<file path="config.mk">
export PLATFORM = sky130hd
export DESIGN_NAME = seven_segment_scan_driver
export DESIGN_NICKNAME = d
export VERILOG_FILES = /design/src/rtl/seven_seg_pkg.sv /design/src/rtl/bin2bcd_seq.sv /design/src/rtl/seven_segment_scan_driver.sv
export SDC_FILE = /design/constraint.sdc
export NUM_CORES = 1
export LEC_CHECK = 0
export BUFFER_PORTS_ARGS = -buffer_cell sky130_fd_sc_hd__buf_2
export CAP_MARGIN = 30
export CORE_UTILIZATION = 60
export CTS_CLUSTER_SIZE = 14
export DETAILED_ROUTE_END_ITERATION = 10
export GPL_TIMING_DRIVEN = 0
export PLACE_DENSITY = 0.8
export SYNTH_ARGS = -nofsm -noshare
export SYNTH_HDL_FRONTEND = slang
export SYNTH_SLANG_ARGS = --single-unit
</file>
<file path="constraint.sdc">
create_clock -name clk -period 3.3 [get_ports clk]
set_input_delay 0.33 -clock clk [delete_from_list [all_inputs] [get_ports clk]]
set_output_delay 0.33 -clock clk [all_outputs]
set_load 0.05 [all_outputs]
</file>
<file path="src/rtl/seven_seg_pkg.sv">
// Shared types and constants for the seven-segment scan driver:
// segment codes, conversion FSM states and small helper functions.
package seven_seg_pkg;

  // Segment vector abcdefg, bit 6 = a, active-low (0 = segment lit)
  typedef logic [6:0] seg_t;

  localparam seg_t SEG_DIGIT [0:9] = '{
    7'b0000001,  // 0
    7'b1001111,  // 1
    7'b0010010,  // 2
    7'b0000110,  // 3
    7'b1001100,  // 4
    7'b0100100,  // 5
    7'b0100000,  // 6
    7'b0001111,  // 7
    7'b0000000,  // 8
    7'b0000100   // 9
  };

  localparam seg_t SEG_DASH  = 7'b1111110;
  localparam seg_t SEG_BLANK = 7'b1111111;

  // Double-dabble conversion states
  typedef enum logic [1:0] {
    IDLE  = 2'd0,
    SHIFT = 2'd1,
    DONE  = 2'd2
  } bcd_state_t;

  // Largest value representable on n decimal digits (10^n - 1)
  function automatic int unsigned pow10_minus1(input int unsigned n);
    int unsigned p;
    p = 1;
    for (int unsigned i = 0; i < n; i++) begin
      p = p * 10;
    end
    return p - 1;
  endfunction

  // BCD nibble to segment code; non-decimal nibbles render blank
  function automatic seg_t seg_decode(input logic [3:0] nib);
    seg_t r;
    r = SEG_BLANK;
    if (nib <= 4'd9) begin
      r = SEG_DIGIT[nib];
    end
    return r;
  endfunction

endpackage

</file>
<file path="src/rtl/bin2bcd_seq.sv">
// Sequential binary-to-BCD converter (shift-add-3 / double dabble).
// One shift per cycle; a conversion occupies DATA_W+2 cycles from the
// accepting edge to the edge that leaves DONE. busy covers SHIFT and DONE,
// done is high for the single DONE cycle while bcd/overflow are valid.
module bin2bcd_seq
  import seven_seg_pkg::*;
#(
  parameter int DATA_W = 14,
  parameter int DIGITS = 4
) (
  input  logic                  clk,
  input  logic                  rst,
  input  logic                  start,
  input  logic [DATA_W-1:0]     value,
  output logic                  busy,
  output logic                  done,
  output logic [4*DIGITS-1:0]   bcd,
  output logic                  overflow
);

  localparam int BCD_W = 4 * DIGITS;
  localparam int CNT_W = $clog2(DATA_W + 1);
  localparam logic [63:0] LIMIT = 64'(pow10_minus1(DIGITS));

  bcd_state_t               state_reg, state_next;
  logic [DATA_W-1:0]        bin_reg, bin_next;
  logic [BCD_W-1:0]         bcd_reg, bcd_next;
  logic [CNT_W-1:0]         cnt_reg, cnt_next;
  logic                     ovf_reg, ovf_next;

  logic [BCD_W-1:0]         bcd_adj;
  logic [BCD_W+DATA_W-1:0]  shift_word;

  // Add-3 correction on every nibble that would reach 10 after doubling
  generate
    for (genvar gi = 0; gi < DIGITS; gi++) begin : g_adj
      assign bcd_adj[4*gi +: 4] = (bcd_reg[4*gi +: 4] >= 4'd5) ?
                                  (bcd_reg[4*gi +: 4] + 4'd3) :
                                   bcd_reg[4*gi +: 4];
    end
  endgenerate

  assign shift_word = {bcd_adj, bin_reg} << 1;

  // State and datapath registers
  always_ff @(posedge clk or posedge rst) begin
    if (rst) begin
      state_reg <= IDLE;
      bin_reg   <= '0;
      bcd_reg   <= '0;
      cnt_reg   <= '0;
      ovf_reg   <= 1'b0;
    end else begin
      state_reg <= state_next;
      bin_reg   <= bin_next;
      bcd_reg   <= bcd_next;
      cnt_reg   <= cnt_next;
      ovf_reg   <= ovf_next;
    end
  end

  // Next-state and datapath update; counter reaching zero ends SHIFT
  always_comb begin
    state_next = state_reg;
    bin_next   = bin_reg;
    bcd_next   = bcd_reg;
    cnt_next   = cnt_reg;
    ovf_next   = ovf_reg;
    case (state_reg)
      IDLE: begin
        if (start) begin
          state_next = SHIFT;
          bin_next   = value;
          bcd_next   = '0;
          cnt_next   = CNT_W'(DATA_W);
          ovf_next   = (64'(value) > LIMIT);
        end
      end
      SHIFT: begin
        if (cnt_reg == '0) begin
          state_next = DONE;
        end else begin
          {bcd_next, bin_next} = shift_word;
          cnt_next = cnt_reg - CNT_W'(1);
        end
      end
      DONE: begin
        state_next = IDLE;
      end
      default: begin
        state_next = IDLE;
      end
    endcase
  end

  assign busy     = (state_reg != IDLE);
  assign done     = (state_reg == DONE);
  assign bcd      = bcd_reg;
  assign overflow = ovf_reg;

endmodule

</file>
<file path="src/rtl/seven_segment_scan_driver.sv">
// Multi-digit common-anode seven-segment driver. A binary value is converted
// to BCD sequentially, latched into a display register on completion, and
// scanned one digit at a time onto a shared active-low segment bus with
// active-low digit enables.
// Optional build macro: SEVEN_SEG_LEADING_BLANK_EN blanks leading zeros
// (digit 0 is always shown).
module seven_segment_scan_driver
  import seven_seg_pkg::*;
#(
  parameter int DIGITS  = 4,
  parameter int DATA_W  = 14,
  parameter int CLK_DIV = 50000
) (
  input  logic              clk,
  input  logic              rst,
  input  logic [DATA_W-1:0] value,
  input  logic              load,
  output logic              busy,
  output logic              overflow,
  output logic [6:0]        seg,
  output logic [DIGITS-1:0] an
);

  localparam int DIV_W = $clog2(CLK_DIV);
  localparam int IDX_W = (DIGITS > 1) ? $clog2(DIGITS) : 1;

  logic                  conv_busy;
  logic                  conv_done;
  logic                  conv_ovf;
  logic [4*DIGITS-1:0]   conv_bcd;

  logic [4*DIGITS-1:0]   disp_bcd_reg;
  logic                  ovf_reg;
  logic [DIV_W-1:0]      div_reg;
  logic [IDX_W-1:0]      idx_reg;
  seg_t                  seg_reg, seg_next;
  logic [DIGITS-1:0]     an_reg, an_next;
  logic [3:0]            cur_nib;

  bin2bcd_seq #(
    .DATA_W (DATA_W),
    .DIGITS (DIGITS)
  ) u_conv (
    .clk      (clk),
    .rst      (rst),
    .start    (load),
    .value    (value),
    .busy     (conv_busy),
    .done     (conv_done),
    .bcd      (conv_bcd),
    .overflow (conv_ovf)
  );

  // Display register and overflow flag change only when a conversion completes
  always_ff @(posedge clk or posedge rst) begin
    if (rst) begin
      disp_bcd_reg <= '0;
      ovf_reg      <= 1'b0;
    end else if (conv_done) begin
      disp_bcd_reg <= conv_bcd;
      ovf_reg      <= conv_ovf;
    end
  end

  // Slot divider and digit index; index advances on divider terminal count
  always_ff @(posedge clk or posedge rst) begin
    if (rst) begin
      div_reg <= '0;
      idx_reg <= '0;
    end else if (div_reg == DIV_W'(CLK_DIV - 1)) begin
      div_reg <= '0;
      if (idx_reg == IDX_W'(DIGITS - 1)) begin
        idx_reg <= '0;
      end else begin
        idx_reg <= idx_reg + IDX_W'(1);
      end
    end else begin
      div_reg <= div_reg + DIV_W'(1);
    end
  end

  assign cur_nib = disp_bcd_reg[4*idx_reg +: 4];

`ifdef SEVEN_SEG_LEADING_BLANK_EN
  logic [DIGITS-1:0] lead_zero;

  // lead_zero[i] is set when digit i and every digit above it are zero
  always_comb begin
    logic seen;
    seen      = 1'b0;
    lead_zero = '0;
    for (int i = DIGITS - 1; i >= 0; i--) begin
      if (disp_bcd_reg[4*i +: 4] != 4'd0) begin
        seen = 1'b1;
      end
      lead_zero[i] = !seen;
    end
  end
`endif

  // Segment code and enable pattern for the digit currently selected
  always_comb begin
    seg_next = SEG_BLANK;
    an_next  = ~(DIGITS'(1) << idx_reg);
    if (ovf_reg) begin
      seg_next = SEG_DASH;
    end else begin
      seg_next = seg_decode(cur_nib);
`ifdef SEVEN_SEG_LEADING_BLANK_EN
      if ((idx_reg != '0) && lead_zero[idx_reg]) begin
        seg_next = SEG_BLANK;
      end
`endif
    end
  end

  // seg and an are registered together so they always describe one digit
  always_ff @(posedge clk or posedge rst) begin
    if (rst) begin
      seg_reg <= SEG_BLANK;
      an_reg  <= '1;
    end else begin
      seg_reg <= seg_next;
      an_reg  <= an_next;
    end
  end

  assign busy     = conv_busy;
  assign overflow = ovf_reg;
  assign seg      = seg_reg;
  assign an       = an_reg;

endmodule

</file>
==> results by stage, run 1 <==
Synthesis:
- The number of standard cells after synthesis is 374.
- The post-synthesis register bit count is 83.
- The register area share after synthesis is 0.5225.
- The adder and majority cell fraction of the synthesized area is 0.05941.
- The yosys synthesis warning count is 0.
- Yosys attributes the largest share of cell area to dfrtp_1, dfstp_2, ha_1.
- Of the total synthesized cell area, the portion taken by XOR and XNOR cells is 0.04159.
- Sorting the synthesized cells by how often they occur yields dfrtp_1, nand2_1, o21ai_0.
- The share of synthesized flip-flops with an asynchronous set or reset is 1.000.
- The mapped netlist covers 4001 um2.
- The top flip-flop cell by instance count after synthesis is dfrtp_1.
- Yosys mapped a number of flops with a built-in enable equal to 0.
- The synthesized design spends more area on one cell type than any other, namely dfrtp_1.
- The share of synthesized area in the top cell type comes to 0.4503.
- The synthesized net count is 410.
- The compound-cell area share of the yosys netlist is 0.1204.
- Of the total synthesized cell area, the portion taken by AND, OR, NAND and NOR gates is 0.1582.
- The most repeated cell in the gate-level netlist after synthesis is dfrtp_1.
- The multiplexer share of the synthesized area is 0.05910.
- After synthesis, the mean cell area works out to 10.70 um2.
- The number of different library cells used by synthesis comes to 47.
- After synthesis, the largest family of logic cells by area is simple AND/OR/NAND/NOR gates.

STA:
- Setup violations remaining at the end of the flow were counted as 0.
- Clock skew on the completed layout was measured at 6.847 ps.
- Dividing the final minimum period by the clock period gives 0.6826.
- The count of pins over their slew limit was 0.
- The minimum clock period is 2253 ps.
- Setup repair after global routing left no endpoint under its margin.
- Static timing analysis puts the maximum clock frequency at 443.9 MHz.
- The pin slew with the least headroom to its limit is 795.2 ps.
- In the post-route analysis, the smallest setup slack over all paths is 1047 ps.
- The headroom to the max-slew limit is 0.4679.
- Adding up every negative setup slack in the final design gives 0 ps.
- The number of hold violations in the final report is 0.

Clock network:
- In this run the post-CTS setup repair buffer count came out at 0.
- TritonCTS built the clock tree.
- The count of clock tree sinks is 83.
- The total CTS buffers is 9.
- The total number of H-tree levels is 3.
- The root buffer cell chosen for the clock tree is clkbuf_8.
- Clock-pin slew was measured on the worst setup and hold paths at 80 ps.
- Counting along the longest clock path gives a buffer depth of 2.
- The source-to-sink clock delay at the later pin of the worst-skew pair is 360 ps.

Route:
- The post-detailed-route DRC marker count is 0.
- The first-pass iteration count of the detailed router is 4.
- Dividing the detail-routed wire length by the instance count gives 15.59 um.
- In the routed layout, each cell is associated on average with a via count of 5.743.
- Detailed routing inserted a total of 2860 vias.
- The detail route stage leaves a number of antenna-violating nets equal to 0.
- Summed over all layers, the routed wires come to 7763 um.
- The detailed router finished its first iteration with 192 violations.

Global routing:
- The pin count of the biggest net entering global routing is 54.
- In the global route stage, overall resource usage came out at 0.2425.
- The global-route wire length before repair is 13320 um.
- The initial antenna violation count is 0.
- The overflow left after global routing is 0.
- The via count of the first global-routing pass is 2845.

Worst setup path:
- The slowest stage of the critical path is the mux4_2 cell.
- The endpoint arrival time on the critical path is 2540 ps.
- In this run the critical register-to-register path is captured at seg[3].
- Traced cell by cell, the critical path runs through buf_2, mux4_2, inv_1, ha_1, nor2_1, o21a_1, a211oi_2, o21ai_0.
- STA classifies the critical path endpoint as a flip-flop.
- The startpoint identified for the worst register-to-register timing path is idx_reg[0].
- The capturing instance or port of the critical path is seg[3].
- In this run the worst path has a maximum fanout of 5.
- The worst setup path is launched from a flip-flop.
- For flop-to-flop paths, the worst setup slack is 1050 ps.
- The worst setup path startpoint is idx_reg[0].
- The critical path is of the reg -> reg type.
- The logic depth of the worst register-to-register path is 8.
- At the worst endpoint, the required time is 3580 ps.
- The largest single stage delay on the critical path is 580 ps.

Pwr:
- The leakage dissipation is 2.049 nW.
- The highest ir drop seen on vdd is 0.0005476 V.
- Dividing total power by cell area gives a power density of 812.2 nW/um2.

Placed design:
- The number of port buffers is 29.
- The post-detailed-placement half-perimeter wirelength is 5375 um.
- OpenSTA, run right after detailed placement, puts the worst setup slack at 1074 ps.
- The final weighted congestion of routability-driven global placement is 0.8006.

Die:
- The floorplan step defined a core boundary enclosing 6386 um2.
- The die covers 7000 um2.
- The initial utilization of the core area, before any placement, comes to 0.6266.
- The die is 83.67 um tall.
- The floorplan step set the die width to 83.67 um.
- 30 I/O pins were placed.
- The count of standard-cell rows is 29.

Layout:
- The synthesis-to-finish area growth is 12.29%.
- The share of cells above drive strength 1 is 0.2114.
- Counting the fill cells in the layout gives 452.
- The repair_antennas step left the layout with diodes totalling 0.
- After the last flow step, the layout net total stands at 452.

Run status:
- The run finished with clean final reports.

Hold path:
- The type of the worst min-delay path is in -> reg.

Job:
- The number of max-capacitance violations reported is 0.
how the worst min path moves through the flow:
stage / cells past startpoint / to / from
6_report: 3 / u_conv.bin_reg[0] / value[0]
5_1_grt: 3 / u_conv.bin_reg[3] / value[3]
4_1_cts: 3 / u_conv.bin_reg[0] / value[0]
3_5_place_dp: 2 / u_conv.bin_reg[3] / rst
3_3_place_gp: 2 / u_conv.bin_reg[6] / u_conv.bin_reg[6]
2_1_floorplan: 2 / u_conv.overflow / u_conv.overflow
where the power goes:
| group | switching (mW) | leakage (nW) | internal (mW) | total (mW) |
|---|---|---|---|---|
| Clock | 0.361 | 0.0968 | 0.427 | 0.788 |
| Sequential | 0.200 | 1.05 | 1.32 | 1.52 |
| Combinational | 0.814 | 0.907 | 0.523 | 1.34 |
| Total | 1.38 | 2.05 | 2.27 | 3.65 |
area by class of cell:
class / count / area, um2 / area share
sequential: 83 / 2091 / 0.4653
multi-input combinational: 254 / 1755 / 0.3907
timing repair buffer: 31 / 182.7 / 0.04066
clock buffer: 12 / 135.1 / 0.03008
tap: 77 / 96.34 / 0.02144
inverter: 22 / 85.08 / 0.01894
clock inverter: 4 / 75.07 / 0.01671
buffer: 15 / 72.57 / 0.01615
critical path, delay by kind of cell, from the launching register on:
kind | cells | cell delay [ps]
mux | 1 | 580
fa+ha+maj | 1 | 220
simple gates | 1 | 100
compound gates | 3 | 570
buf+inv | 2 | 340
flops | 1 | 370
logic make-up (layout without fill, tap and decap cells):
family / after synthesis / in the layout
AND/OR/NAND/NOR: 124 / 124
flip-flops: 83 / 83
AO/OA/AOI/OAI: 75 / 75
buffers and inverters: 37 / 84
adder cells (fa/ha/maj): 19 / 19
XOR/XNOR: 19 / 19
multiplexers: 17 / 17
metrics by stage:
stage	total power [mW]	hold WS [ps]	cells	utilization	area, um2
after global placement	2.785	460.7	480	0.6644	4243
after global routing	3.894	183.2	498	0.7036	4493
after detailed placement	2.868	361.5	481	0.6691	4273
after floorplan	2.529	434.8	374	-	4001
final	3.649	180.9	498	0.7036	4493
after CTS	3.658	173.7	498	0.7036	4493
metal layers:
metal / vias to the layer above / routed length, um / global-route usage
met1: 1401 / 3479 / 0.3209
met4: 0 / 140 / 0.1048
met5: - / 0 / 0
met3: 13 / 276 / 0.04154
li1: 1387 / - / -
met2: 59 / 3866 / 0.3969
cells in the final DEF, fill, tap and decap left out, drive strengths merged, types with 2 or more instances in the layout:
cell type,netlist,routed
a211o,2,2
a211oi,2,2
a21oi,13,13
a22oi,12,12
a31oi,2,2
a32o,4,4
and4,2,2
buf,5,35
bufinv,0,2
clkbuf,10,22
clkinvlp,0,2
dfrtp,72,72
dfstp,11,11
ha,19,19
inv,22,22
mux2,13,13
mux4,4,4
nand2,51,51
nand2b,7,7
nand3,18,18
nand3b,2,2
nand4,4,4
nor2,18,18
nor3,3,3
nor3b,4,4
nor4,5,5
o21ai,29,29
o31ai,8,8
or3,2,2
or3b,2,2
or4b,2,2
xnor2,12,12
xor2,7,7
timing repair:
action | 4_1_cts | 5_1_grt
hold buffers | 1 | 0
gates resized for setup | 0 | 0
endpoints found under the hold margin | 30 | 0
setup endpoints to repair | 0 | 0
(Power assumes the default switching activity.)
==> inputs of run 2 (changes only) <==
==> constraint.sdc (replaced) <==
create_clock -name clk -period 2.3 [get_ports clk]
set_input_delay 0.23 -clock clk [delete_from_list [all_inputs] [get_ports clk]]
set_output_delay 0.23 -clock clk [all_outputs]
set_load 0.05 [all_outputs]
==> run 2 against run 1 <==
Compared with the run above: design area unchanged; critical path depth unchanged; sequential share of layout area is the same; global-route usage decreased by 1.4 points; cell count rose by 0.20%; total power rose by 40%; highest routed layer unchanged; critical path type unchanged; routed wire length is 4.7% lower; combinational power increased by 43%; worst setup slack got worse by 920 ps; fmax up 3.5%; clock skew rose by 3.2 ps.
==> results by stage, run 2 (synthesis gave the netlist of run 1 again) <==
Run status:
- Status: finished, final reports clean (unchanged).

Worst setup path:
- The endpoint class of the critical path is a flip-flop (unchanged).
- The worst reg2reg path endpoint is seg[3] (unchanged).
- The logic depth of the worst register-to-register path is 8 (unchanged).
- The data required time at the worst endpoint is 2570 ps (was 3580 ps).
- The origin of the critical flop-to-flop path was idx_reg[0] (unchanged).
- The largest fanout of any net on the critical path came to 5 (unchanged).
- The endpoint arrival time on the critical path is 2440 ps (was 2540 ps).
- The category of the worst setup path launch point is a flip-flop (unchanged).
- The reg2reg setup slack was 120 ps (was 1050 ps).
- The class of the most critical setup path is reg -> reg (unchanged).

Placed design:
- The number of placed instances, taps included was 482 (was 481).
- The number of port buffers is 29 (unchanged).
- The post-detailed-placement half-perimeter wirelength was 5387 um (was 5375 um).
- The final weighted congestion of routability-driven global placement is 0.7959 (was 0.8006).
- The post-placement cell area came to 4287 um2 (was 4273 um2).

Layout:
- The synthesis-to-finish area growth came to 12.29% (unchanged).
- The leading cell type in the layout, fill and taps excluded was dfrtp_1 (unchanged).
- Most used cells in the layout excluding fill and tap cells: dfrtp_1, nand2_1, buf_2 (unchanged).
- The count of antenna diodes in the layout is 0 (unchanged).
- The final non-filler cell area came to 4493 um2 (unchanged).
- The number of nets in the layout is 453 (was 452).
- The core occupancy in the finished layout is 0.7036 (unchanged).
- The final standard cell count with taps included and fillers excluded is 499 (was 498).
- The share of cells above drive strength 1 came to 0.2180 (was 0.2114).

Route:
- The post-detailed-route DRC marker count was 0 (unchanged).
- The overall via count from detail_route came to 2826 (was 2860).
- The final wirelength is 7396 um (was 7763 um).
- The antenna violation net count after detailed routing came to 0 (unchanged).
- The post-detailed-route via-to-cell ratio was 5.663 (was 5.743).
- The routed wirelength normalized by instance count is 14.82 um (was 15.59 um).
- The first-pass iteration count of the detailed router came to 4 (unchanged).
- The violation count after the first detailed-routing iteration was 155 (was 192).

Global routing:
- The initial antenna violation count is 0 (unchanged).
- The pin count of the biggest net entering global routing is 35 (was 54).
- The global-route wire length before repair was 12600 um (was 13320 um).
- The via count of the first global-routing pass was 2745 (was 2845).
- The overflow left after global routing is 0 (unchanged).
- The total routing usage reported by global routing was 0.2289 (was 0.2425).

Clock network:
- The maximum clock insertion buffer count is 2 (unchanged).
- The clock tree from TritonCTS is done (unchanged).
- The clock-pin transition on the worst setup and hold timing paths is 80 ps (about the same).
- The total CTS buffers was 9 (unchanged).
- The total number of H-tree levels came to 3 (unchanged).
- The cell chosen for the clock root is clkbuf_8 (unchanged).
- The source-to-sink clock delay at the later pin of the worst-skew pair is 350 ps (was 360 ps).
- The count of clock tree sinks is 83 (unchanged).

Die:
- The total die area is 7000 um2 (unchanged).
- The floorplan core area is 6386 um2 (unchanged).
- The number of primary I/O pins is 30 (unchanged).
- The count of standard-cell rows is 29 (unchanged).
- The y dimension of the die is 83.67 um (unchanged).
- The starting density of the core is 0.6266 (unchanged).
- The die span in x is 83.67 um (unchanged).

STA:
- The total setup violations reported at the end of the flow is 0 (unchanged).
- The final critical-path share of the clock period is 0.9459 (was 0.6826).
- The headroom to the max-slew limit is 0.4053 (was 0.4679).
- The final worst clock skew is 10.01 ps (was 6.847 ps).
- The setup total negative slack came to 0 ps (unchanged).
- The minimum clock period is 2176 ps (was 2253 ps).
- The number of hold violations in the final report is 0 (unchanged).
- The count of pins over their slew limit is 0 (unchanged).
- The pin slew with the least headroom to its limit was 888.8 ps (was 795.2 ps).
- The maximum achievable frequency is 459.6 MHz (was 443.9 MHz).

Pwr:
- The highest ir drop seen on vdd is 0.0009075 V (was 0.0005476 V).
- The cell area power density is 1141 nW/um2 (was 812.2 nW/um2).
- The leakage dissipation is 2.053 nW (was 2.049 nW).

Hold path:
- The endpoint of the worst hold path is u_conv.bin_reg[0] (unchanged).
- The worst hold path startpoint was value[0] (unchanged).
- The type of the worst min-delay path is in -> reg (unchanged).
- The number of cells traversed by the worst hold path is 3 (unchanged).

Job:
- The number of max-capacitance violations reported is 0 (unchanged).
[run 2: cell types whose count changed in the layout (fill, tap and decap cells not counted), sizes merged]
cell and delta:
bufinv -1, clkinv +3, inv -1
[run 2: what timing repair did]
| action | CTS | global route |
|---|---|---|
| setup endpoints to repair | 0 | 1 |
| hold endpoints to repair | 12 | 0 |
| setup buffers | 0 | 0 |
| hold buffers | 1 | 0 |
| gates resized for setup | 0 | 1 |
[run 2: critical path: stages, from the launching register on]
cell and delay [ps]:
dfrtp_1 390, clkbuf_4 200, mux4_2 560, inv_1 120, ha_1 200, nor2_1 90, o21a_1 210, a211oi_2 220
o21ai_0 110
[run 2: report_power, final]
| group | internal [mW] | switching (mW) | total (mW) |
|---|---|---|---|
| logic | 0.752 | 1.16 | 1.91 |
| registers | 1.90 | 0.286 | 2.18 |
| clock network | 0.526 | 0.503 | 1.03 |
[run 2: metrics by stage]
step                total power [mW]  setup slack (ps)  hold slack [ps]
CTS                            5.153             99.97            93.48
global route                   5.475            -1.125            104.1
finish                         5.127             124.4            100.7
floorplan                      3.628             268.8            346.8
detailed placement             4.116             119.2            293.3
global placement               3.998             141.2            442.1
[run 2: area by class of cell]
class / count / area (um2)
inverters: 22 / 86.33
multi-input cells: 254 / 1755
clock inverters: 5 / 52.55
repair buffers: 32 / 195.2
plain buffers: 15 / 75.07
well taps: 77 / 96.34
flip-flops and latches: 83 / 2091
fillers: 488 / 1893
clock buffers: 11 / 141.4
[run 2: how the worst max path moves through the flow]
stage               startpoint  endpoint  slack [ps]  cells after the start
floorplan           idx_reg[0]    seg[3]         270                      8
global placement    idx_reg[0]    seg[3]         140                      8
detailed placement  idx_reg[0]    seg[3]         120                      8
CTS                 idx_reg[0]    seg[3]         100                      8
global route        idx_reg[0]    seg[3]          -1                      8
finish              idx_reg[0]    seg[3]         120                      8
[run 2: layer usage]
layer / vias up / routed length [um] / global-route usage
li1: 1394 / - / -
met1: 1383 / 3458 / 0.3028
met2: 44 / 3650 / 0.3747
met3: 5 / 225 / 0.04946
met4: 0 / 62 / 0.08166
met5: - / 0 / 0
